[config.mk]
export PLATFORM = sky130hd
export DESIGN_NAME = elem_sinv_seq
export DESIGN_NICKNAME = d
export VERILOG_FILES = /design/src/rtl/elem_sinv_seq.sv
export SDC_FILE = /design/constraint.sdc
export NUM_CORES = 1
export LEC_CHECK = 0
export BUFFER_PORTS_ARGS = -buffer_cell sky130_fd_sc_hd__buf_2
export CORE_MARGIN = 2
export CORE_UTILIZATION = 41
export DETAILED_ROUTE_END_ITERATION = 10
export HOLD_SLACK_MARGIN = 0.15
export PLACE_DENSITY = 0.73
export SLEW_MARGIN = 5
export SYNTH_ARGS = -nofsm -noshare
export SYNTH_HDL_FRONTEND = slang
export SYNTH_SLANG_ARGS = --single-unit
[constraint.sdc]
create_clock -name clk_i -period 1.55 [get_ports clk_i]
set_clock_uncertainty 0.2 [all_clocks]
set_input_delay 0.2325 -clock clk_i [delete_from_list [all_inputs] [get_ports clk_i]]
set_output_delay 0.2325 -clock clk_i [all_outputs]
set_load 0.01 [all_outputs]
[src/rtl/elem_sinv_seq.sv]
// Walks a ROWS x COLS matrix in row-major order through one shared scalar sinv unit.
// The operand matrix is captured on start, and each unit result is written into the registered result matrix.
module elem_sinv_seq #(
  parameter int ROWS  = 1,
  parameter int COLS  = 1,
  parameter int WIDTH = 16
) (
  input  logic                               clk_i,
  input  logic                               reset_i,
  input  logic                               start_i,
  input  logic [ROWS:1][COLS:1][WIDTH-1:0]   a_i,
  output logic                               busy_o,
  output logic                               done_o,
  output logic [ROWS:1][COLS:1][WIDTH-1:0]   f_o,
  output logic [WIDTH-1:0]                   u_a_o,
  output logic                               u_req_o,
  input  logic                               u_ack_i,
  input  logic [WIDTH-1:0]                   u_f_i,
  output logic [1:0]                         state_o
);

  localparam int RW = $clog2(ROWS + 1);
  localparam int CW = $clog2(COLS + 1);
  localparam logic [RW-1:0] ROW_ONE  = RW'(1);
  localparam logic [RW-1:0] ROW_LAST = RW'(ROWS);
  localparam logic [CW-1:0] COL_ONE  = CW'(1);
  localparam logic [CW-1:0] COL_LAST = CW'(COLS);

  typedef enum logic [1:0] {
    IDLE  = 2'd0,
    ISSUE = 2'd1,
    DONE  = 2'd2
  } state_e;

  state_e                              state_q;
  logic [ROWS:1][COLS:1][WIDTH-1:0]    areg_q;
  logic [ROWS:1][COLS:1][WIDTH-1:0]    f_q;
  logic [RW-1:0]                       row_q, row_d;
  logic [CW-1:0]                       col_q, col_d;
  logic                                busy_q, done_q, req_q;
  logic                                last_elem;

  // Unit interface: u_req/u_ack is a valid/ready pair. While u_req is high, u_a holds until an ack.
  // An ack transfers u_f in that same cycle. u_ack is ignored whenever u_req is low.
  assign last_elem = (row_q == ROW_LAST) && (col_q == COL_LAST);

  always_comb begin
    row_d = row_q;
    col_d = col_q;
    if (col_q == COL_LAST) begin
      col_d = COL_ONE;
      row_d = row_q + ROW_ONE;
    end else begin
      col_d = col_q + COL_ONE;
    end
  end

  always_ff @(posedge clk_i) begin
    if (reset_i) begin
      state_q <= IDLE;
      areg_q  <= '0;
      f_q     <= '0;
      row_q   <= ROW_ONE;
      col_q   <= COL_ONE;
      busy_q  <= 1'b0;
      done_q  <= 1'b0;
      req_q   <= 1'b0;
    end else begin
      case (state_q)
        IDLE: begin
          done_q <= 1'b0;
          if (start_i) begin
            areg_q  <= a_i;
            f_q     <= '0;
            row_q   <= ROW_ONE;
            col_q   <= COL_ONE;
            busy_q  <= 1'b1;
            req_q   <= 1'b1;
            state_q <= ISSUE;
          end
        end
        ISSUE: begin
          if (u_ack_i) begin
            f_q[row_q][col_q] <= u_f_i;
            if (last_elem) begin
              busy_q  <= 1'b0;
              req_q   <= 1'b0;
              done_q  <= 1'b1;
              state_q <= DONE;
            end else begin
              row_q <= row_d;
              col_q <= col_d;
            end
          end
        end
        DONE: begin
          done_q  <= 1'b0;
          row_q   <= ROW_ONE;
          col_q   <= COL_ONE;
          state_q <= IDLE;
        end
        default: begin
          busy_q  <= 1'b0;
          req_q   <= 1'b0;
          done_q  <= 1'b0;
          state_q <= IDLE;
        end
      endcase
    end
  end

  // The operand is driven only while a request is outstanding, so the bus reads zero when idle.
  assign u_a_o   = req_q ? areg_q[row_q][col_q] : '0;
  assign u_req_o = req_q;
  assign busy_o  = busy_q;
  assign done_o  = done_q;
  assign f_o     = f_q;
  assign state_o = state_q;

endmodule

## Word level (Yosys, flattened, before mapping)

Index checks and enable logic that the tools add are counted.

| storage, ports and cells | value |
|---|---|
| input port bits | 36 |
| register bits | 38 |
| output and inout bits | 37 |

| cells by class | value |
|---|---|
| bitwise gates (word level) | 2 |
| multiplexer cells | 29 |
| $lt $le $gt $ge | 4 |
| equal/unequal tests | 7 |
| reductions and logical operators | 14 |
| add/sub/neg operators | 2 |

Operators with widths:

| cell | number |
|---|---|
| $mux 16 | 9 |
| $demux 16 s1 | 2 |
| $pmux 16 s2 | 1 |
| $bwmux 16 | 1 |
| $ne 2x2->1 const B | 5 |
| $mux 1 | 9 |
| $pmux 1 s3 | 3 |
| $reduce_and 4->1 | 2 |
| $mux 2 | 3 |
| $reduce_and 3->1 | 2 |
| $reduce_and 5->1 | 1 |
| $lt 1x2->1 const B | 2 |
| $pmux 2 s2 | 1 |
| $reduce_and 2->1 | 2 |
| $logic_and 1x1->1 | 3 |
| $reduce_bool 3->1 | 1 |
| $add 1x1->1 const B | 2 |
| $eq 2x1->1 const B | 1 |
| $eq 2x2->1 const B | 1 |
| $ge 1x1->1 const B | 2 |
| $logic_not 2->1 | 1 |
| $not 1->1 | 2 |
| $reduce_bool 2->1 | 1 |
| $reduce_or 2->1 | 1 |

## Longest topological paths before layout

| depth | value |
|---|---|
| depth in word-level cells | 9 |
| gate-level depth with buffers | 6 |

## Worst setup path before layout

OpenSTA, ideal clock, no wires.

| timing path | value |
|---|---|
| kind | reg-to-reg |
| start point | register state_q[1] (netlist: state_o[1]) |
| end point | register f_q, in the netlist f_o[10] |
| cell stages (with the launch flop) | 7 |
| slack | -186 ps |
| arrival | 1,464 ps |
| clock period less this slack | 1,736 ps |
| required time | 1,278 ps |
| path through | dfxtp_1 > buf_6 > or3b_1 > buf_6 > o31ai_4 > buf_12 > mux2i_1 |

| on the way | value |
|---|---|
| longest elaborated chain between the ends | 3 |
| elaborated cells between the ends (all ways) | 7 |

RTL lines:

| what | RTL line | text |
|---|---|---|
| start: declaration | 35 | `state_e state_q;` |
| start signal: assignment | 60 | `state_q <= IDLE;` |
| start signal: assignment | 79 | `state_q <= ISSUE;` |
| start signal: assignment | 89 | `state_q <= DONE;` |
| $eq 2x1->1 or $logic_not 2->1 (tied branches) | 69 | `case (state_q)` |
| $ne 2x2->1 (no line) or $reduce_bool 2->1 (tied branches) | - |  |
| $reduce_and 3->1 (no line) | - |  |
| end signal: indexed assignment | 84 | `f_q[row_q][col_q] <= u_f_i;` |
| end: declaration | 37 | `logic [ROWS:1][COLS:1][WIDTH-1:0] f_q;` |

Parallel ways exist; a longest one is shown, timed or not.
A chain may end at the register's enable or synchronous reset.

## Worst setup path after layout

Same ends and word-level chain as after synthesis.

==> metrics.md <==
| Metric | Value |
|---|---|
| Max-cap viol count | 0 |
| Layout Nets | 338 |
| RSZ-0062 raised after global routing | true |
| Dpl ws | -304 ps |
| Outcome | finished, violations left |
| First-pass GRT wire length | approximately 6500 um |
| Antenna-violating nets left | 0 |
| Max Buffers Root-to-Sink | 2 |
| Drt initial violations | 70 |
| Highest clock rate | about 0.63 GHz |
| Initial Util | about 43% |
| Initial antenna violation count | 0 |
| Crit path launch type | flop |
| CP Capture Type | flop |
| Most common cell after layout, fill and taps aside | buf_2 |
| Violated checks | negative setup slack |
| Clock root cell | clkbuf_8 |
| Endpoints failing setup | 16 |
| Yosys cell types | 21 |
| I/O Buffers | 72 |
| Diode count | 0 |
| Netlist area before placement | approximately 1600 um2 |
| GRT Resource Usage Total | about a fifth |
| Setup ws final | -46.1 ps |
| Final wirelength | 4290 um |
| WL per Instance | around 12 um |
| CTS tree | yes |
| Slew of the pin with the lowest slew margin | 428 ps |
| CTS clk-pin slew, worst paths | 70 ps |
| Power Dens Cells | between 800 and 900 nW/um2 |
| Routability congestion estimate | between 0.7 and 0.8 |
| Hpwl dp | around 2500 um |
| Inserted Clock Buffers | 5 |
| Core area | 3690 um2 |
| VDD IR-drop max | 0.577 mV |
| Htree depth | 2 |
| Total gr overflow | 0 |
| Post-DP Area | 2000 um2 |
| Util after Layout | 70.5% |
| Fin area | ~2600 um2 |
| DRC Markers | 0 |
| Full die area | between 4000 and 5000 um2 |
| Fraction of layout cells with a size suffix above 1 | 37.3% |
| Clock net sink count | 37 |
| Max Fanout on Critical Path | 6 |
| Post-synthesis sequential area ratio | a little under half |
| I/O Pins | between 70 and 80 |
| Chip height | 66.1 um |
| Commonest non-fill, non-tap cells in the layout | buf_2, nand2_1, dfxtp_1, dlygate4sd3_1, a21oi_1 |
| Period utilization | 103% |
| Hold WC Path Type | input pin to flop |
| Post-Syn Instances | between 150 and 200 |
| Hold-fix buffers at CTS | 34 |
| Rows | 22 |
| DRT Pass-1 Iters | 4 |
| Critical path class | flop to flop |
| Total number of vias | ~1600 |
| Yosys warning total | 0 |
| Vias per cell | approximately 4.6 |
| Area Overhead vs Synth | 64.3% |
| Crit path DAT | roughly 1600 ps |
| Largest net degree at the start of global routing | 36 |
| Post-synthesis register bit count | 37 |
| Synth Area per Inst | ~8.6 um2 |
| Number of global-route vias before repair | 1509 |
| Total power | 2.13 mW |
| Setup TNS | -445 ps |
| DIE WIDTH | about 66 um |
| Post-layout min period | around 1600 ps |
| Count of final hold-check violations | 0 |
| Mapped Nets | 220 |
| Final Max Slew Viols | 0 |
| Clk_lat worst skew | roughly 290 ps |
| CP required | between 1500 and 2000 ps |
| Relative slew margins | between 70% and 80% |
| Lkg Pwr | around 1.2 nW |
==> cells in the mapped netlist <==
cell	instances	share of area, %
a21oi_1	20	6.3
a31oi_1	1	0.40
and2_1	16	6.3
buf_1	1	0.24
buf_12	1	1.3
buf_2	1	0.32
buf_4	2	0.95
buf_6	2	1.4
clkbuf_1	7	1.7
dfxtp_1	37	47
inv_1	2	0.47
mux2i_1	16	10
nand2_1	50	12
nand2b_1	16	6.3
nor2_1	4	0.95
nor3_1	1	0.32
nor3b_2	1	0.79
nor4bb_1	1	0.63
o21ai_0	3	0.95
o31ai_4	1	1.3
or3b_1	1	0.55
==> worst max-delay path: stages (launching register included) <==
cell and delay, ps:
dfxtp_2 320, buf_6 110, or3b_4 390, o31ai_4 130, buf_12 180, mux2i_1 180
==> per-stage QoR <==
step / cells / hold WS (ps)
2_1_floorplan: 184 / 135
3_3_place_gp: 301 / 238
3_5_place_dp: 301 / 244
4_1_cts: 349 / 75.4
5_1_grt: 351 / 116
6_report: 351 / 82.3
==> logic make-up (layout without fill, tap and decap cells) <==
logic type	Yosys count	after routing	share of synthesized area, %
AOI/OAI and AO/OA	25	25	9.01
DFF	37	37	46.8
muxes	16	16	10.1
and+or+nand+nor	90	90	27.7
buffers and inverters	16	135	6.32
==> cell type report <==
type | instances | area (um2)
Timing Repair Buffer | 125 | 923
Fill cell | 310 | 1090
Multi-Input combinational cell | 131 | 779
Inverter | 2 | 7.51
Tap cell | 48 | 60.1
Sequential cell | 37 | 747
Clock inverter | 2 | 10.0
Clock buffer | 6 | 72.6
==> where the power goes <==
| part | switching [mW] | internal [mW] |
|---|---|---|
| clock | 0.343 | 0.311 |
| sequential | 0.0309 | 1.00 |
| combinational | 0.191 | 0.260 |
==> flip-flops by register name, summed over array words and instances, names as in the netlist <==
signal / cells
done_o: 1
f_o: 16
row_q: 1
u_req_o: 1
state_o: 2
areg_q: 16
==> routing by layer <==
layer / GRT usage (%) / vias up / part of all wire [%]
met5: 0 / - / 0
met4: 6.89 / 0 / 1.3
met3: 6.47 / 7 / 4.9
met2: 34.1 / 41 / 50
met1: 22.3 / 737 / 44
li1: - / 826 / -
==> repair_timing <==
item,CTS,global route
gates cloned,1,2
setup buffers,6,0
resized for setup,6,19
setup endpoints to repair,46,35
pin swaps,2,4
endpoints found under the hold margin,36,2
==> path summary, 6_finish.rpt <==
kind / start / depth (start not counted) / end / slack [ps]
setup / recovery: state_o[1] / 5 / f_o[10] / -50
hold / removal: start_i / 3 / state_o[0] / 80
setup reg to reg: state_o[1] / 5 / f_o[10] / -50
hold reg to reg: areg_q[8] / 2 / areg_q[8] / 250
Power figures use the tool's default switching activity.
